File: config.mk
export PLATFORM = sky130hd
export DESIGN_NAME = mtc_link_arbiter
export DESIGN_NICKNAME = d
export VERILOG_FILES = /design/src/rtl/mtc_link_arbiter.sv
export SDC_FILE = /design/constraint.sdc
export NUM_CORES = 2
export LEC_CHECK = 0
export ABC_AREA = 1
export CAP_MARGIN = 10
export CORE_AREA = 2 2 315 317
export DETAILED_ROUTE_END_ITERATION = 16
export DIE_AREA = 0 0 317 319
export MAX_ROUTING_LAYER = met4
export SYNTH_ARGS = -nofsm -noshare
export SYNTH_HDL_FRONTEND = slang
export SYNTH_SLANG_ARGS = --single-unit
File: constraint.sdc
create_clock -name clock -period 31.9 [get_ports clock]
set_input_delay 4.785 -clock clock [delete_from_list [all_inputs] [get_ports clock]]
set_output_delay 4.785 -clock clock [all_outputs]
set_load 0.1 [all_outputs]
File: src/rtl/mtc_link_arbiter.sv
// mtc_link_arbiter: filters NUM_IN MTC candidate streams for words addressed
// to this link (LINK_SLCID/LINK_SLID), buffers one matched word per input and
// serialises them onto one SL output through a round-robin arbiter with a
// valid/ready handshake.
// Optional build macro MTC_LINK_MULTI_MATCH_ERR_EN adds a sticky flag that
// reports two or more inputs matching in the same cycle.
module mtc_link_arbiter #(
  parameter int LINK_SLID  = 0,
  parameter int LINK_SLCID = 0,
  parameter int NUM_IN     = 3,
  parameter int DATA_W     = 193,
  parameter int VALID_BIT  = 192,
  parameter int SLCID_LSB  = 157,
  parameter int SLID_LSB   = 93,
  parameter int CNT_W      = 16
) (
  input  logic              clock,
  input  logic              rst,
  input  logic [DATA_W-1:0] mtc_in [NUM_IN-1:0],
  output logic [DATA_W-1:0] mtc2sl,
  output logic              mtc2sl_valid,
  input  logic              mtc2sl_ready,
  output logic [CNT_W-1:0]  match_cnt,
  output logic [CNT_W-1:0]  drop_cnt,
  output logic              multi_match_err
);

  localparam int PTR_W = (NUM_IN > 1) ? $clog2(NUM_IN) : 1;
  localparam int PC_W  = $clog2(NUM_IN + 1);

  // Number of set bits in an event vector.
  function automatic logic [PC_W-1:0] popcount(input logic [NUM_IN-1:0] v);
    logic [PC_W-1:0] n;
    n = '0;
    for (int i = 0; i < NUM_IN; i++) n = n + PC_W'(v[i]);
    return n;
  endfunction

  // Counter add that sticks at all-ones instead of wrapping.
  function automatic logic [CNT_W-1:0] sat_add(input logic [CNT_W-1:0] c,
                                               input logic [PC_W-1:0]  inc);
    logic [CNT_W:0] s;
    s = {1'b0, c} + (CNT_W+1)'(inc);
    return s[CNT_W] ? {CNT_W{1'b1}} : s[CNT_W-1:0];
  endfunction

  logic [NUM_IN-1:0] match;
  logic [NUM_IN-1:0] pend_vld;
  logic [DATA_W-1:0] pend_data [NUM_IN-1:0];
  logic [NUM_IN-1:0] grant;
  logic [NUM_IN-1:0] load_ev;
  logic [NUM_IN-1:0] drop_ev;
  logic [PTR_W-1:0]  rr_ptr;
  logic [PTR_W-1:0]  gnt_idx;
  logic              gnt_any;
  logic              out_free;

  // ---- stage p0: address filter and per-input pending buffer
  // Word is ours when valid and both the SLC ID and SL ID fields match.
  always_comb begin
    match = '0;
    for (int i = 0; i < NUM_IN; i++)
      match[i] = mtc_in[i][VALID_BIT] &&
                 (mtc_in[i][SLCID_LSB +: 3] == 3'(LINK_SLCID)) &&
                 (mtc_in[i][SLID_LSB +: 6] == 6'(LINK_SLID));
  end

  // A slot being granted this edge can take a new word; otherwise a full slot drops it.
  assign load_ev = match & (~pend_vld | grant);
  assign drop_ev = match & pend_vld & ~grant;

  // Pending slots: load on accepted match, release on grant.
  always_ff @(posedge clock or posedge rst) begin
    if (rst) begin
      pend_vld <= '0;
      for (int i = 0; i < NUM_IN; i++) pend_data[i] <= '0;
    end else begin
      for (int i = 0; i < NUM_IN; i++) begin
        if (load_ev[i]) begin
          pend_data[i] <= mtc_in[i];
          pend_vld[i]  <= 1'b1;
        end else if (grant[i]) begin
          pend_vld[i]  <= 1'b0;
        end
      end
    end
  end

  // Saturating status counters, stepped by the number of events per cycle.
  always_ff @(posedge clock or posedge rst) begin
    if (rst) begin
      match_cnt <= '0;
      drop_cnt  <= '0;
    end else begin
      match_cnt <= sat_add(match_cnt, popcount(load_ev));
      drop_cnt  <= sat_add(drop_cnt, popcount(drop_ev));
    end
  end

  // ---- stage p1: round-robin arbitration into the output register
  assign out_free = !mtc2sl_valid || mtc2sl_ready;

  // Search begins one past the last winner and wraps, so every input gets a turn.
  always_comb begin
    int idx;
    idx     = 0;
    gnt_any = 1'b0;
    gnt_idx = '0;
    grant   = '0;
    if (out_free) begin
      for (int k = 1; k <= NUM_IN; k++) begin
        idx = int'(rr_ptr) + k;
        if (idx >= NUM_IN) idx = idx - NUM_IN;
        if (!gnt_any && pend_vld[PTR_W'(idx)]) begin
          gnt_any = 1'b1;
          gnt_idx = PTR_W'(idx);
        end
      end
    end
    if (gnt_any) grant[gnt_idx] = 1'b1;
  end

  // Output register: held while stalled, refilled or emptied when free.
  always_ff @(posedge clock or posedge rst) begin
    if (rst) begin
      mtc2sl       <= '0;
      mtc2sl_valid <= 1'b0;
      rr_ptr       <= '0;
    end else if (out_free) begin
      if (gnt_any) begin
        mtc2sl       <= pend_data[gnt_idx];
        mtc2sl_valid <= 1'b1;
        rr_ptr       <= gnt_idx;
      end else begin
        mtc2sl       <= '0;
        mtc2sl_valid <= 1'b0;
      end
    end
  end

`ifdef MTC_LINK_MULTI_MATCH_ERR_EN
  // Sticky flag: two or more inputs addressed this link in the same cycle.
  always_ff @(posedge clock or posedge rst) begin
    if (rst)                               multi_match_err <= 1'b0;
    else if (popcount(match) > PC_W'(1))   multi_match_err <= 1'b1;
  end
`else
  assign multi_match_err = 1'b0;
`endif

endmodule
; Yosys cells after proc, flatten, opt, wreduce, memory -nomap -nowiden
; Index checks and enable logic that the tools add are counted.
[classes]
add_sub_neg = 12
n_lt_le_gt_ge = 8
mux = 40
bitwise_logic = 6
n_reduce_logical = 23
[op_table]
columns = cell, count
row1 = binary-select mux 193 bit (select 2 bit), 1
row2 = two-way mux 193 bit, 2
row3 = adder 16 x 2 -> 17 bit, 2
row4 = two-way mux 16 bit, 2
row5 = two-way mux 1 bit, 20
row6 = two-way mux 2 bit, 10
row7 = logical NOT 6 bit, 3
row8 = "< comparator 2 x 4 -> 1 bit, second input constant", 3
row9 = AND 3 bit, 3
row10 = ">= comparator 3 x 2 -> 1 bit, second input constant", 3
row11 = logical AND 1 bit, 9
row12 = logical NOT 3 bit, 3
row13 = "adder 2 x 2 -> 3 bit, second input constant", 2
row14 = binary-select mux 1 bit (select 2 bit), 3
row15 = NOT 3 bit, 2
row16 = nonzero test 2 bit, 3
row17 = "subtractor 2 bit, second input constant", 3
row18 = adder 1 x 1 -> 2 bit, 2
row19 = adder 2 x 1 -> 2 bit, 2
row20 = "adder 2 x 1 -> 3 bit, second input constant", 1
row21 = logical NOT 1 bit, 3
row22 = "< comparator 2 x 3 -> 1 bit, second input constant", 1
row23 = two-way mux 3 bit, 1
row24 = OR 3 bit, 1
row25 = 4 further kinds, 4
[word_totals]
register_bits = 810
in_bits = 582
out_inout_bits = 227
elab_cells = 100

; Depth between registers and ports, before layout
[logic_depth]
word_depth = 28
ltp_mapped = 31
ltp_nobuf = 29

; Worst setup path after synthesis
; Ideal clock, no wire load.
[synth_timing]
path_type = input to register
from = input port mtc_in[96] (netlist bit)
to = register drop_cnt[10]
setup_ns = 0.142
arrival_time_ns = 8.162
required_ns = 31.758
setup_slack_ns = 23.597
path_stages = 16
path_buffers = 3
cell_sequence = or4_1 > nor4_4 > buf_2 > buf_1 > nand2_1 > fa_1 > inv_1 > ha_1 > fa_1 > nand3_1 > nor2_1 > nand2_1 > inv_1 > nand3_1 > clkbuf_1 > o21ai_0
[synth_between]
elab_chain_cells = 8
[synth_rtl]
columns = element, line_no
row1 = "start, declared", 19  ; input logic [DATA_W-1:0] mtc_in [NUM_IN-1:0],
row2 = logical NOT 6 bit, 65  ; (mtc_in[i][SLID_LSB +: 6] == 6'(LINK_SLID));
row3 = logical AND 1 bit, 64  ; (mtc_in[i][SLCID_LSB +: 3] == 3'(LINK_SLCID)) &&
row4 = AND 3 bit (2 in a row), 70  ; assign drop_ev = match & pend_vld & ~grant;
row5 = adder 1 x 1 -> 2 bit, 35  ; for (int i = 0; i < NUM_IN; i++) n = n + PC_W'(v[i]);
row6 = adder 2 x 1 -> 2 bit, 35
row7 = adder 16 x 2 -> 17 bit, 43  ; s = {1'b0, c} + (CNT_W+1)'(inc);
row8 = two-way mux 16 bit, 44  ; return s[CNT_W] ? {CNT_W{1'b1}} : s[CNT_W-1:0];
row9 = "end signal, assigned", 96  ; drop_cnt <= sat_add(drop_cnt, popcount(drop_ev));
row10 = "end, declared", 24  ; output logic [CNT_W-1:0] drop_cnt,
; Every way passes these cells.
; A chain may end at the register's enable or synchronous reset.

; Final worst setup path
[layout_timing]
from = input port mtc2sl_ready
to = register match_cnt[13]
[layout_between]
elab_chain_cells = 13
elab_cells_between_ends = 15
cone_classes = 3 x add/sub / 2 x order compare / 6 x mux / 2 x bitwise / 2 x reduce/logical
[layout_rtl]
columns = element, line_no
row1 = "start, declared", 22  ; input logic mtc2sl_ready,
row2 = logical OR 1 bit *, 101  ; assign out_free = !mtc2sl_valid || mtc2sl_ready;
row3 = two-way mux 2 bit, 110  ; if (out_free) begin
row4 = < comparator 2 x 3 -> 1 bit (not written as such) or >= comparator 2 x 1 -> 1 bit (tied branches), 120  ; if (gnt_any) grant[gnt_idx] = 1'b1;
row5 = logical AND 1 bit (not written as such), 120
row6 = two-way mux 1 bit (not written as such), 120
row7 = demux 1 bit (select 2 bit), 120
row8 = two-way mux 3 bit *, 120
row9 = OR 3 bit *, 69  ; assign load_ev = match & (~pend_vld | grant);
row10 = AND 3 bit *, 69
row11 = adder 1 x 1 -> 2 bit, 35
row12 = adder 2 x 1 -> 2 bit *, 35
row13 = adder 16 x 2 -> 17 bit *, 43
row14 = two-way mux 16 bit *, 44
row15 = "end signal, assigned", 95  ; match_cnt <= sat_add(match_cnt, popcount(load_ev));
row16 = "end, declared", 23  ; output logic [CNT_W-1:0] match_cnt,
; Mark *: on every way between the ends. The rest lies on a longest branch, timed or not.

==> impl_metrics.toml <==
[layout]
fillers = 9583
syn_to_final_growth_pct = 32.5
drive_gt1_frac = 0.0398
final_nets = 6042

[yosys]
ys_ff_latch = 810
yosys.area.top_type = "dfrtp_1"
ys.warnings.count = 0
yosysMostFrequentCell = "nand2_1"
synthCells = 4802
async_flop_share = 1.00
synth_edf_count = 0
yosysTopAreaCellShare = 0.551
yosys_most_used_dff = "dfrtp_1"
synthTopCellsByCount = "nand2_1 (2333), dfrtp_1 (810), nand3_1 (598)"
syn_nets = 5395
syn_avg_cell_area_sq_um = 7.67
synthTopCellsByArea = "dfrtp_1 (55%), nand2_1 (24%), nand3_1 (8.1%), inv_1 (4.5%), buf_2 (1.7%)"
synth_cell_types = 33
syn_area_sq_um = 36800
seq_area_frac_synth = 0.551

[setup_path]
start_kind = "primary input"
critPathLaunch = "mtc2sl_ready"
crit_chain = "clkdlybuf4s50_1, nor2_4, buf_4, nor2_4, nand3_1, nand2_8, nand2_8, fa_1, inv_1, ha_1, fa_1, nand3_1, nor3_1, inv_1, nor3_1, nand2_1, nor2_1, nand2_1, o211ai_1"
crit_path_end_kind = "flop"
rrSetupSlack_ns = 25.47
crit_path_max_fanout = 108
reg2regPathDepth = 24
cp.required_ns = 32.48
crit_end = "match_cnt[13]"
slowest_delay_ns = 0.77
cp_slowest_cell = "nor2_4"
critPathKind = "primary input to flop"
reg2reg_to = "match_cnt[13]"
worstPathArrival_ns = 10.39
reg2reg_from = "rr_ptr[0]"

[placement]
port_buffers = 807
routabilityCongestion = 0.871
pre_cts_ws_ns = 21.19
hpwl_um = 90600

[route]
drt_iter0_drc = 3114
viasPerCell = 4.88
drt-total-wl_um = 138000
antenna_left = 0
num_vias = 33500
first_pass_iters = 6
wl_per_cell_um = 20.1
drc_errors = 0

[global_route]
grt_pass1_vias = 32600
antenna_found_initial = 53
grt_pass1_wl_um = 207000
grt_overflow = 0
grtUsageTotal = 0.278
grt_max_degree = 156

[power_and_ir_drop]
power_density_nw_per_um2 = 80.7
p_leak_nw = 25.5
power_mw = 3.94
max-vdd-ir-drop_v = 0.000169

[flow_run]
maxCapViolations = 0

[die]
fp.dieW_um = 317
dieHeight_um = 319
initial_core_util = 0.377
coreArea_sq_um = 97700
io_pins = 809
die_area_sq_um = 101000
std_cell_rows = 115

[cts]
clk_pin_slew_worst_paths_ns = 0.06
clkLatencyLatePin_ns = 0.68
postCtsHoldBufs = 0
cts_buffers = 92
cts-resized-gates = 0
htree_levels = 3
cts_tree = "built"
clock_sinks = 810
cts_root_buf = "clkbuf_16"
postCtsSetupBuffers = 0
clock_path_buffers = 3

[sta]
tns_ns = 0
finalHoldViolCount = 0
report.final.slew_viol_count = 0
timing.final.crit_share = 0.308
setup_viol = 0
setup_ws_ns = 22.09
tightest_slew_ns = 1.19
max_slew_margin = 0.209
clock_skew_ns = 0.0233
rsz0062_at_grt = "no"
max_freq_mhz = 102
fin_crit_ns = 9.81

[status]
status = "completed"

[min_path]
hold_path.class = "flop to flop"
report_power, final:
group | leakage [nW] | internal [mW] | switching, mW
Combinational | 13.8 | 0.381 | 1.35
Sequential | 10.1 | 1.09 | 0.0298
Clock | 1.54 | 0.640 | 0.448
cells in the final DEF (no fill, tap or decap), types with 2 or more instances in the layout:
cell type / instances
nand2_8: 3
ha_1: 7
clkinv_4: 3
clkbuf_16: 94
nor2_1: 44
nand2_1: 2332
buf_12: 2
nor3_1: 12
diode_2: 56
nand3_1: 598
o21ai_1: 118
nand3_4: 2
bufinv_16: 6
buf_4: 40
inv_2: 2
a21oi_1: 15
nor4_1: 4
inv_8: 3
clkinv_2: 22
or2_2: 6
nand4_1: 3
nor2_4: 2
clkbuf_1: 16
inv_6: 3
clkdlybuf4s50_1: 805
xnor2_1: 4
clkbuf_8: 22
nand3_2: 2
inv_1: 442
dfrtp_1: 810
o21ai_0: 80
fa_1: 4
cell families (layout without fill, tap and decap cells):
| family | Yosys count | count (layout) | share of synthesized area |
|---|---|---|---|
| AND/OR/NAND/NOR | 3016 | 3016 | 0.331 |
| flip-flops | 810 | 810 | 0.551 |
| other | 1 | 57 | 0.000102 |
| XOR/XNOR | 5 | 5 | 0.00119 |
| AO/OA/AOI/OAI | 214 | 214 | 0.0292 |
| buffers and inverters | 745 | 1465 | 0.0834 |
| adder cells (fa/ha/maj) | 11 | 11 | 0.00455 |
worst min-delay path by stage:
stage	start	to	slack (ns)	depth (start not counted)
global placement	pend_data[385]	pend_data[385]	0.43	2
detailed placement	pend_data[385]	pend_data[385]	0.44	2
CTS	pend_data[385]	pend_data[385]	0.45	2
global route	pend_data[142]	pend_data[142]	0.48	2
floorplan	pend_data[192]	pend_data[192]	0.42	2
finish	pend_data[192]	pend_data[192]	0.45	2
flip-flops by register name, summed over array words and instances (netlist names):
register,cells
pend_vld,3
mtc2sl,193
rr_ptr,2
drop_cnt,16
mtc2sl_valid,1
pend_data,579
match_cnt,16
stage by stage:
| step | hold slack (ns) | instances | utilization | area [sq um] |
|---|---|---|---|---|
| 5_1_grt | 0.482 | 6861 | 0.499 | 48800 |
| 3_3_place_gp | 0.432 | 6642 | 0.466 | 45600 |
| 6_report | 0.449 | 6865 | 0.499 | 48800 |
| 4_1_cts | 0.452 | 6809 | 0.498 | 48600 |
| 3_5_place_dp | 0.437 | 6642 | 0.466 | 45600 |
| 2_1_floorplan | 0.423 | 4802 | - | 36800 |
critical path, delay by kind of cell:
| kind | cells | cell delay, ns |
|---|---|---|
| AOI/OAI and AO/OA | 1 | 0.12 |
| and+or+nand+nor | 11 | 3.22 |
| buffers and inverters | 4 | 1.07 |
| adders and majority gates | 3 | 1.07 |
layout make-up:
cell class	instances	area, sq um	share of cell area
sequential	810	20300	0.415
multi-input combinational	3247	13600	0.278
timing repair buffer	847	8400	0.172
clock buffer	132	2720	0.0557
inverter	451	1730	0.0354
tap	1287	1610	0.0330
clock inverter	35	369	0.00757
antenna	56	140	0.00287
metal layers:
metal  routed length, um  track usage  up-vias  share of wire
met3                8640       0.0497      215          0.063
met4                5080        0.121        0          0.037
li1                    -            -    16100              -
met1               58600        0.360    16100           0.42
met5                   0            -        -              0
met2               65800        0.426     1122           0.48
No activity file was read; power rests on OpenSTA's default activity.
